File: config.mk
export PLATFORM = sky130hd
export DESIGN_NAME = seg_scan4
export DESIGN_NICKNAME = d
export VERILOG_FILES = /design/src/rtl/seg_scan_pkg.sv /design/src/rtl/seg_scan_tick.sv /design/src/rtl/seg_scan4.sv
export SDC_FILE = /design/constraint.sdc
export NUM_CORES = 1
export LEC_CHECK = 0
export CORE_MARGIN = 2
export CORE_UTILIZATION = 47
export DETAILED_ROUTE_END_ITERATION = 10
export PLACE_DENSITY = 0.79
export SYNTH_ARGS = -nofsm -noshare
export SYNTH_HDL_FRONTEND = slang
export SYNTH_SLANG_ARGS = --single-unit
File: constraint.sdc
create_clock -name iCLK -period 5.37 [get_ports iCLK]
set_input_delay 1.611 -clock iCLK [delete_from_list [all_inputs] [get_ports iCLK]]
set_output_delay 1.611 -clock iCLK [all_outputs]
set_load 0.02 [all_outputs]
File: src/rtl/seg_scan_pkg.sv
`default_nettype none
// ============================================================================
// Module      : seg_scan_pkg
// Description : Shared constants, digit index type and leading-zero blanking
//               helper for the 4-digit 7-segment scan controller.
// Revision    : 1.0 - initial release
// ============================================================================
package seg_scan_pkg;

   localparam int              NUM_DIG = 4;
   localparam logic [3:0]      AN_OFF  = 4'b1111;

   typedef logic [1:0] dig_idx_t;

   // A digit is blank when it and every digit to its left are zero.
   // Digit 0 always shows, so a value of zero still displays "0".
   function automatic logic lz_blank(input logic [15:0] disp, input dig_idx_t idx);
      logic blank;
      blank = 1'b0;
      case (idx)
         2'd1:    blank = (disp[15:4]  == 12'h000);
         2'd2:    blank = (disp[15:8]  == 8'h00);
         2'd3:    blank = (disp[15:12] == 4'h0);
         default: blank = 1'b0;
      endcase
      return blank;
   endfunction

endpackage
`default_nettype wire

File: src/rtl/seg_scan_tick.sv
`default_nettype none
// ============================================================================
// Module      : seg_scan_tick
// Description : Digit-slot prescaler. Counts 0..CLK_DIV-1 and flags the
//               last cycle of each slot. Clear holds the count at zero.
// Revision    : 1.0 - initial release
// ============================================================================
module seg_scan_tick #(
   parameter int CLK_DIV = 50000,
   parameter int CNT_W   = 16
) (
   input  logic             iCLK,
   input  logic             iRST,
   input  logic             clear_i,
   output logic [CNT_W-1:0] count_o,
   output logic             slot_end_o
);

   localparam logic [CNT_W-1:0] LAST_CNT = CNT_W'(CLK_DIV - 1);

   logic [CNT_W-1:0] count_q;
   logic [CNT_W-1:0] count_d;

   // Next count: hold at zero while cleared, otherwise wrap at the slot end.
   always_comb begin
      count_d = count_q;
      if (clear_i) begin
         count_d = '0;
      end else if (count_q == LAST_CNT) begin
         count_d = '0;
      end else begin
         count_d = count_q + 1'b1;
      end
   end

   // Prescaler register.
   always_ff @(posedge iCLK or posedge iRST) begin
      if (iRST) begin
         count_q <= '0;
      end else begin
         count_q <= count_d;
      end
   end

   assign count_o    = count_q;
   assign slot_end_o = !clear_i && (count_q == LAST_CNT);

endmodule
`default_nettype wire

File: src/rtl/seg_scan4.sv
`default_nettype none
// ============================================================================
// Module      : seg_scan4
// Description : Time-multiplexed 4-digit 7-segment scan controller with
//               anti-ghosting dead time, frame-synchronous value loading and
//               leading-zero suppression. All outputs are registered.
// Revision    : 1.0 - initial release
// ============================================================================
module seg_scan4
   import seg_scan_pkg::*;
#(
   parameter int CLK_DIV  = 50000,
   parameter int DEAD_CYC = 500,
   parameter int CNT_W    = 16
) (
   input  logic        iCLK,
   input  logic        iRST,
   input  logic        iEN,
   input  logic        iLOAD,
   input  logic [15:0] iDATA,
   input  logic [3:0]  iDP,
   input  logic        iLZ,
   output logic [3:0]  oDIG,
   output logic        oBLANK,
   output logic        oDP,
   output logic [3:0]  oAN,
   output logic        oPEND
);

   generate
      if (CLK_DIV < 4 || DEAD_CYC < 1 || DEAD_CYC >= CLK_DIV ||
          longint'(CLK_DIV) > (longint'(1) << CNT_W)) begin : g_param_err
         $error("seg_scan4: illegal CLK_DIV / DEAD_CYC / CNT_W combination");
      end
   endgenerate

   localparam logic [CNT_W-1:0] DEAD_LIM = CNT_W'(DEAD_CYC);

   logic [CNT_W-1:0] w_count;
   logic             w_slot_end;
   logic             w_frame_end;
   logic             w_blank;
   logic [3:0]       w_nib;

   dig_idx_t    idx_q,       idx_d;
   logic [15:0] disp_q,      disp_d;
   logic [3:0]  disp_dp_q,   disp_dp_d;
   logic [15:0] pend_data_q, pend_data_d;
   logic [3:0]  pend_dp_q,   pend_dp_d;
   logic        pend_q,      pend_d;
   logic        lz_q,        lz_d;
   logic [3:0]  an_q,        an_d;
   logic [3:0]  dig_q,       dig_d;
   logic        blank_q,     blank_d;
   logic        dp_q,        dp_d;

   seg_scan_tick #(
      .CLK_DIV (CLK_DIV),
      .CNT_W   (CNT_W)
   ) u_tick (
      .iCLK       (iCLK),
      .iRST       (iRST),
      .clear_i    (!iEN),
      .count_o    (w_count),
      .slot_end_o (w_slot_end)
   );

   assign w_frame_end = w_slot_end && (idx_q == 2'd3);
   assign w_blank     = lz_q && lz_blank(disp_q, idx_q);
   assign w_nib       = disp_q[{idx_q, 2'b00} +: 4];

   // Digit index, leading-zero sample and the pending/display load handshake.
   always_comb begin
      idx_d       = idx_q;
      lz_d        = lz_q;
      disp_d      = disp_q;
      disp_dp_d   = disp_dp_q;
      pend_data_d = pend_data_q;
      pend_dp_d   = pend_dp_q;
      pend_d      = pend_q;
      if (!iEN) begin
         // Idle: no frames run, so a pending value is promoted one cycle later.
         idx_d = '0;
         lz_d  = iLZ;
         if (iLOAD) begin
            pend_data_d = iDATA;
            pend_dp_d   = iDP;
            pend_d      = 1'b1;
         end else if (pend_q) begin
            disp_d    = pend_data_q;
            disp_dp_d = pend_dp_q;
            pend_d    = 1'b0;
         end
      end else begin
         if (w_slot_end) begin
            idx_d = idx_q + 1'b1;
            lz_d  = iLZ;
         end
         if (iLOAD && w_frame_end) begin
            // A load landing on the boundary bypasses the pending stage.
            disp_d    = iDATA;
            disp_dp_d = iDP;
            pend_d    = 1'b0;
         end else if (iLOAD) begin
            pend_data_d = iDATA;
            pend_dp_d   = iDP;
            pend_d      = 1'b1;
         end else if (w_frame_end && pend_q) begin
            disp_d    = pend_data_q;
            disp_dp_d = pend_dp_q;
            pend_d    = 1'b0;
         end
      end
   end

   // Output drive: anodes off during dead time, for blanked digits and when idle.
   always_comb begin
      an_d    = AN_OFF;
      dig_d   = dig_q;
      blank_d = 1'b1;
      dp_d    = 1'b0;
      if (iEN) begin
         dig_d   = w_nib;
         blank_d = w_blank;
         dp_d    = disp_dp_q[idx_q] && !w_blank;
         if ((w_count >= DEAD_LIM) && !w_blank) begin
            an_d[idx_q] = 1'b0;
         end
      end
   end

   // State and registered outputs.
   always_ff @(posedge iCLK or posedge iRST) begin
      if (iRST) begin
         idx_q       <= '0;
         lz_q        <= 1'b0;
         disp_q      <= '0;
         disp_dp_q   <= '0;
         pend_data_q <= '0;
         pend_dp_q   <= '0;
         pend_q      <= 1'b0;
         an_q        <= AN_OFF;
         dig_q       <= '0;
         blank_q     <= 1'b1;
         dp_q        <= 1'b0;
      end else begin
         idx_q       <= idx_d;
         lz_q        <= lz_d;
         disp_q      <= disp_d;
         disp_dp_q   <= disp_dp_d;
         pend_data_q <= pend_data_d;
         pend_dp_q   <= pend_dp_d;
         pend_q      <= pend_d;
         an_q        <= an_d;
         dig_q       <= dig_d;
         blank_q     <= blank_d;
         dp_q        <= dp_d;
      end
   end

   assign oAN    = an_q;
   assign oDIG   = dig_q;
   assign oBLANK = blank_q;
   assign oDP    = dp_q;
   assign oPEND  = pend_q;

endmodule
`default_nettype wire

==> key figures, run 1 <==
Critical path
  • Critical Setup Path Class: input port to flop
  • Worst-path fanout max: 23
  • Crit start category: input port
  • CP Data Required Time: 5.60 ns
  • Worst EP arrival: 3.62 ns
  • Endpoint class of the critical path: flop

Logic synthesis
  • Asr flop ratio synth: 100%
  • Synthesized area: 3430 um2
  • Mux contribution to synthesized area: 11.8%
  • Synth Area in Adders: 2.56%
  • Number of synthesized register bits: 70
  • Seq/Total Area, Yosys: 51.3%
  • Yosys top cell area share: 47.5%
  • Synth cell types: 42
  • Dominant cells by area after synthesis: dfrtp_1 (47%), mux2_1 (6.6%), o221a_2 (6.6%)
  • Post-Syn Instances: 307
  • Post-synth EDFFs: 0
  • Synth Net Count: 339
  • Post-synthesis compound-gate area fraction: 12.8%
  • Top FF cell, synth: dfrtp_1
  • Syn avg cell area: 11.2 um2
  • Synth cell count leaders: dfrtp_1 (65), nor2_1 (56), a21oi_1 (24), mux2_1 (20), o221a_2 (20)
  • Most frequent cell after synthesis: dfrtp_1
  • Syn. warnings: 0
  • Largest family of logic cells by synthesized area: simple AND/OR/NAND/NOR gates
  • Simple-gate portion of the synthesized area: 14.7%
  • XOR/XNOR share of the synthesized area: 3.32%
  • Top cell type by total area after synthesis: dfrtp_1

STA
  • Worst slew margin: 40.6%
  • Worst-margin pin slew: 0.889 ns
  • Period utilization: 63.1%
  • RSZ-0062 raised after global routing: no
  • Fmax: 295 MHz
  • Clock skew: 0.00797 ns
  • Final setup violation count: 0
  • Final Critical Period: 3.39 ns
  • Setup_tns: 0 ns
  • Final hold vios: 0
  • Final Slew Violations: 0

Layout
  • Layout area overhead: 17.8%
  • Final std cells w/o fill: 443
  • Final net count: 371
  • Diode count: 0
  • # fillers: 599
  • Layout cells sized above 1: 17.2%

Clock network
  • Deepest clock path buffer count: 2
  • Cts repair resizes: 0
  • # Post-CTS Setup Buffers: 0
  • CTS root buffer: clkbuf_8
  • H-Tree Depth: 3
  • Clk Latency, worst-skew pair: 0.35 ns
  • CTS Hold Bufs: 0
  • Clock Sinks: 70
  • CTS tree: yes
  • TritonCTS Buffers: 9
  • Clk slew on worst S/H paths: 0.07 ns

Die
  • Initial Util: 48.0%
  • Die width: 89.4 um
  • Top-Level Pins: 36
  • Die area: 7990 um2
  • Num rows: 31
  • Die height: 89.4 um
  • Core area: 7140 um2

Global routing
  • Pin count of the biggest net entering global routing: 44
  • Initial antenna violation count: 0
  • GR Overflow Total: 0
  • Vias in the first global route: 2491
  • GRT Util Overall: 19.5%
  • First-pass GRT wire length: 11900 um

Placed design
  • Final Wtd Congestion: 0.777
  • Inst Count DP: 427
  • Port bufs: 35
  • Final HPWL DP: 4930 um

Drt
  • WL per Instance: 16.4 um
  • DR iter-0 viols: 188
  • DR pass1 iterations: 4
  • Vias: 2546
  • DRT Wirelength: 7290 um
  • ANT nets after route: 0
  • Vias/cell: 5.75
  • DRC viols: 0

Power
  • Leakage power: 1.57 nW
  • Pwr dens: 284 nW/um2
  • Power, Total: 1.15 mW
  • Peak VDD IR: 0.131 mV

Status
  • Outcome: finished clean

Flow run
  • Max-Cap Viols: 0

Min path
  • HP Class: flop to flop
critical path: stages:
cell and delay (ns):
clkdlybuf4s50_1 0.78, or3b_2 0.83, nor2_1 0.19, a21oi_1 0.06, o221a_2 0.13
cells in the final DEF (no fill, tap or decap), types with 3 or more instances in the layout:
cell type and n:
buf_4 5, clkbuf_8 12, mux4_2 5, nand4_1 4, nor2_1 56, nand2_1 8
mux2_1 20, o221a_2 20, dfstp_2 5, clkdlybuf4s50_1 35, dfrtp_1 65, inv_1 7
a21oi_1 24, clkbuf_1 3, nor4_1 8, xnor2_1 11, ha_1 7, nor3_1 3
nand3_1 6, or3_1 4, mux2_2 5, o2111ai_1 3
layout make-up:
type	instances	area, um2	area share (%)
flip-flops and latches	70	1760	43.5
multi-input cells	210	1560	38.5
repair buffers	40	388	9.61
clock buffers	15	176	4.37
well taps	99	124	3.07
inverters	8	30.0	0.744
clock inverters	1	5.00	0.124
worst paths after layout:
kind / start / slack, ns / endpoint / depth (start not counted)
setup / recovery: iEN / 1.98 / disp_q[1] / 5
hold / removal: u_tick.count_o[0] / 0.52 / u_tick.count_o[0] / 1
setup reg to reg: u_tick.count_o[10] / 2.71 / pend_dp_q[1] / 5
hold reg to reg: u_tick.count_o[0] / 0.52 / u_tick.count_o[0] / 1
max in group asynchronous: iRST / 2.65 / oAN[3] / 3
min in group asynchronous: iRST / 1.77 / u_tick.count_o[11] / 2
flip-flops by register name (all words and copies together), names as in the netlist:
register        cells
disp_dp_q           4
idx_q               2
pend_dp_q           4
pend_data_q        16
oDIG                4
oAN                 4
oBLANK              1
disp_q             16
u_tick.count_o     16
lz_q                1
oDP                 1
oPEND               1
kinds of logic (layout without fill, tap and decap cells):
family / Yosys count / after routing
adder cells (fa/ha/maj): 7 / 7
AO/OA/AOI/OAI: 56 / 56
XOR/XNOR: 13 / 13
buffers and inverters: 27 / 64
multiplexers: 31 / 31
flip-flops: 70 / 70
AND/OR/NAND/NOR: 103 / 103
metal layers:
metal / wire [um] / vias up / GRT usage [%] / share of wire, %
met2: 3580 / 73 / 31.6 / 49
li1: - / 1180 / - / -
met1: 3230 / 1280 / 25.3 / 44
met5: 0 / - / 0 / 0
met4: 146 / 0 / 8.82 / 2.0
met3: 327 / 13 / 3.97 / 4.5
where the power goes:
group          total (mW)  switching (mW)  internal (mW)
Clock               0.390           0.184          0.206
Combinational       0.139          0.0593         0.0794
Sequential          0.617          0.0416          0.576
stage by stage:
stage	setup slack [ns]	util, %	instance area (um2)	hold slack, ns
3_3_place_gp	1.68	54.0	3860	0.499
2_1_floorplan	2.00	-	3430	0.474
4_1_cts	1.99	56.6	4040	0.523
3_5_place_dp	1.65	54.0	3860	0.511
5_1_grt	1.85	56.6	4040	0.535
6_report	1.98	56.6	4040	0.519
(Power assumes the default switching activity.)
==> inputs of run 2 (changes only) <==
--- a/config.mk
+++ b/config.mk
@@ -8,7 +8,7 @@
 export CORE_MARGIN = 2
 export CORE_UTILIZATION = 47
 export DETAILED_ROUTE_END_ITERATION = 10
-export PLACE_DENSITY = 0.79
+export PLACE_DENSITY = 0.82
 export SYNTH_ARGS = -nofsm -noshare
 export SYNTH_HDL_FRONTEND = slang
 export SYNTH_SLANG_ARGS = --single-unit
==> constraint.sdc (replaced) <==
create_clock -name iCLK -period 3 [get_ports iCLK]
set_input_delay 0.9 -clock iCLK [delete_from_list [all_inputs] [get_ports iCLK]]
set_output_delay 0.9 -clock iCLK [all_outputs]
set_load 0.02 [all_outputs]
==> key figures, run 2 (synthesis results as in run 1) <==
Global routing
  • GR Overflow Total: 0
  • Vias in the first global route: 2371
  • Initial antenna violation count: 0
  • First-pass GRT wire length: 11800 um
  • Pin count of the biggest net entering global routing: 71
  • GRT Util Overall: 19.6%

Layout
  • Multi-input gate area: 1560 um2
  • Commonest non-fill, non-tap cell in the layout: dfrtp_1
  • Layout area overhead: 19.5%
  • Diode count: 0
  • Register area: 1760 um2
  • Final std cells w/o fill: 447
  • Most frequent cells in the layout: dfrtp_1 (65), nor2_1 (56), clkdlybuf4s50_1 (35)
  • Final net count: 375
  • # fillers: 593
  • Layout Utilization: 57.4%
  • Layout cells sized above 1: 19.0%

Placed design
  • Inst Count DP: 431
  • Final Wtd Congestion: 0.813
  • Port bufs: 35
  • Final HPWL DP: 4840 um

Power
  • Comb power frac: 12.5%
  • Pwr dens: 503 nW/um2
  • Pint: 1.54 mW
  • Peak VDD IR: 0.213 mV
  • Power, Total: 2.06 mW
  • Net Sw Frac: 25.3%
  • Switching pwr: 0.521 mW
  • Sequential group share of total power: 53.4%
  • Leakage power: 1.60 nW
  • Clock share of power: 34.2%

Drt
  • Wire length on met3: 282 um
  • DR pass1 iterations: 4
  • Vias: 2519
  • DR iter-0 viols: 155
  • WL per Instance: 16.4 um
  • ANT nets after route: 0
  • Vias/cell: 5.64
  • DR top layer: met4
  • DRC viols: 0
  • WL met2: 3620 um
  • Met1 wire length: 3270 um
  • DRT Wirelength: 7330 um

STA
  • Setup_tns: 0 ns
  • Final Slew Violations: 0
  • RSZ-0062 raised after global routing: no
  • Worst-margin pin slew: 0.456 ns
  • Clock skew: 0.0109 ns
  • Final Critical Period: 2.58 ns
  • Final setup violation count: 0
  • Worst slew margin: 69.6%
  • Period utilization: 86.1%
  • Final hold vios: 0
  • Fmax: 387 MHz

Critical path
  • Reg-to-reg startpoint: u_tick.count_o[10]
  • CP Data Required Time: 3.22 ns
  • Crit start category: flop
  • R2R Setup Slk: 0.42 ns
  • Critical Setup Path Class: flop to flop
  • R2R depth: 5
  • Worst-path fanout max: 20
  • Endpoint class of the critical path: flop
  • Worst EP arrival: 2.81 ns
  • RR Endpoint: pend_data_q[14]

Die
  • Top-Level Pins: 36
  • Die height: 89.4 um
  • Initial Util: 48.0%
  • Core area: 7140 um2
  • Num rows: 31
  • Die area: 7990 um2
  • Die width: 89.4 um

Clock network
  • Clock Sinks: 70
  • CTS Hold Bufs: 0
  • CTS tree: yes
  • # Post-CTS Setup Buffers: 0
  • Clk Latency, worst-skew pair: 0.35 ns
  • Deepest clock path buffer count: 2
  • CTS root buffer: clkbuf_8
  • TritonCTS Buffers: 9
  • H-Tree Depth: 3
  • Clk slew on worst S/H paths: 0.07 ns
  • Cts repair resizes: 0

Min path
  • Depth of the worst hold-timing path: 1
  • HP Class: flop to flop
  • Min-delay src: oDIG[2]
  • Hold EP: oDIG[2]

Status
  • Outcome: finished clean

Flow run
  • Max-Cap Viols: 0
## run 2: changes by cell type in the layout (fill, tap and decap cells not counted), sizes merged
cell,previous run,this run
buf,5,9
clkbuf,15,12
clkinv,1,4
## run 2: metrics by stage
stage,setup WS (ns),instance area (um2),hold slack [ns]
3_5_place_dp,0.280,3910,0.502
3_3_place_gp,0.383,3910,0.489
6_report,0.417,4100,0.512
2_1_floorplan,0.340,3430,0.474
4_1_cts,0.411,4100,0.517
5_1_grt,0.341,4100,0.526
## run 2: worst max-delay path by stage
stage | startpoint | end
CTS | u_tick.count_o[10] | pend_data_q[14]
global route | u_tick.count_o[10] | pend_data_q[2]
detailed placement | iEN | disp_dp_q[0]
finish | u_tick.count_o[10] | pend_data_q[14]
floorplan | iRST | disp_dp_q[0]
global placement | iEN | disp_q[13]
## run 2: cell type report
cell class	instances	share of cell area (%)
multi-input cells	210	38.0
repair buffers	44	10.8
clock inverters	4	0.489
inverters	8	0.733
clock buffers	12	4.03
well taps	99	3.02
flip-flops and latches	70	42.9
## run 2: worst max-delay path, cell delays in order, from the launching register on
cell	delay, ns
dfrtp_1	0.44
or4_4	0.59
or4_1	0.66
o21ai_2	0.23
buf_12	0.20
mux2_1	0.34
## run 2: routing by layer
layer	GRT usage (%)	vias up
met4	9.36	0
met2	31.0	58
li1	-	1188
met3	3.60	14
met5	0	-
met1	25.9	1259
## run 2: power groups by stage
stage	registers (mW)	logic, mW	clock network (mW)
floorplan	1.11	0.145	0
global placement	1.11	0.249	0
detailed placement	1.12	0.259	0
CTS	1.10	0.261	0.715
global route	1.11	0.279	0.748
finish	1.10	0.257	0.704
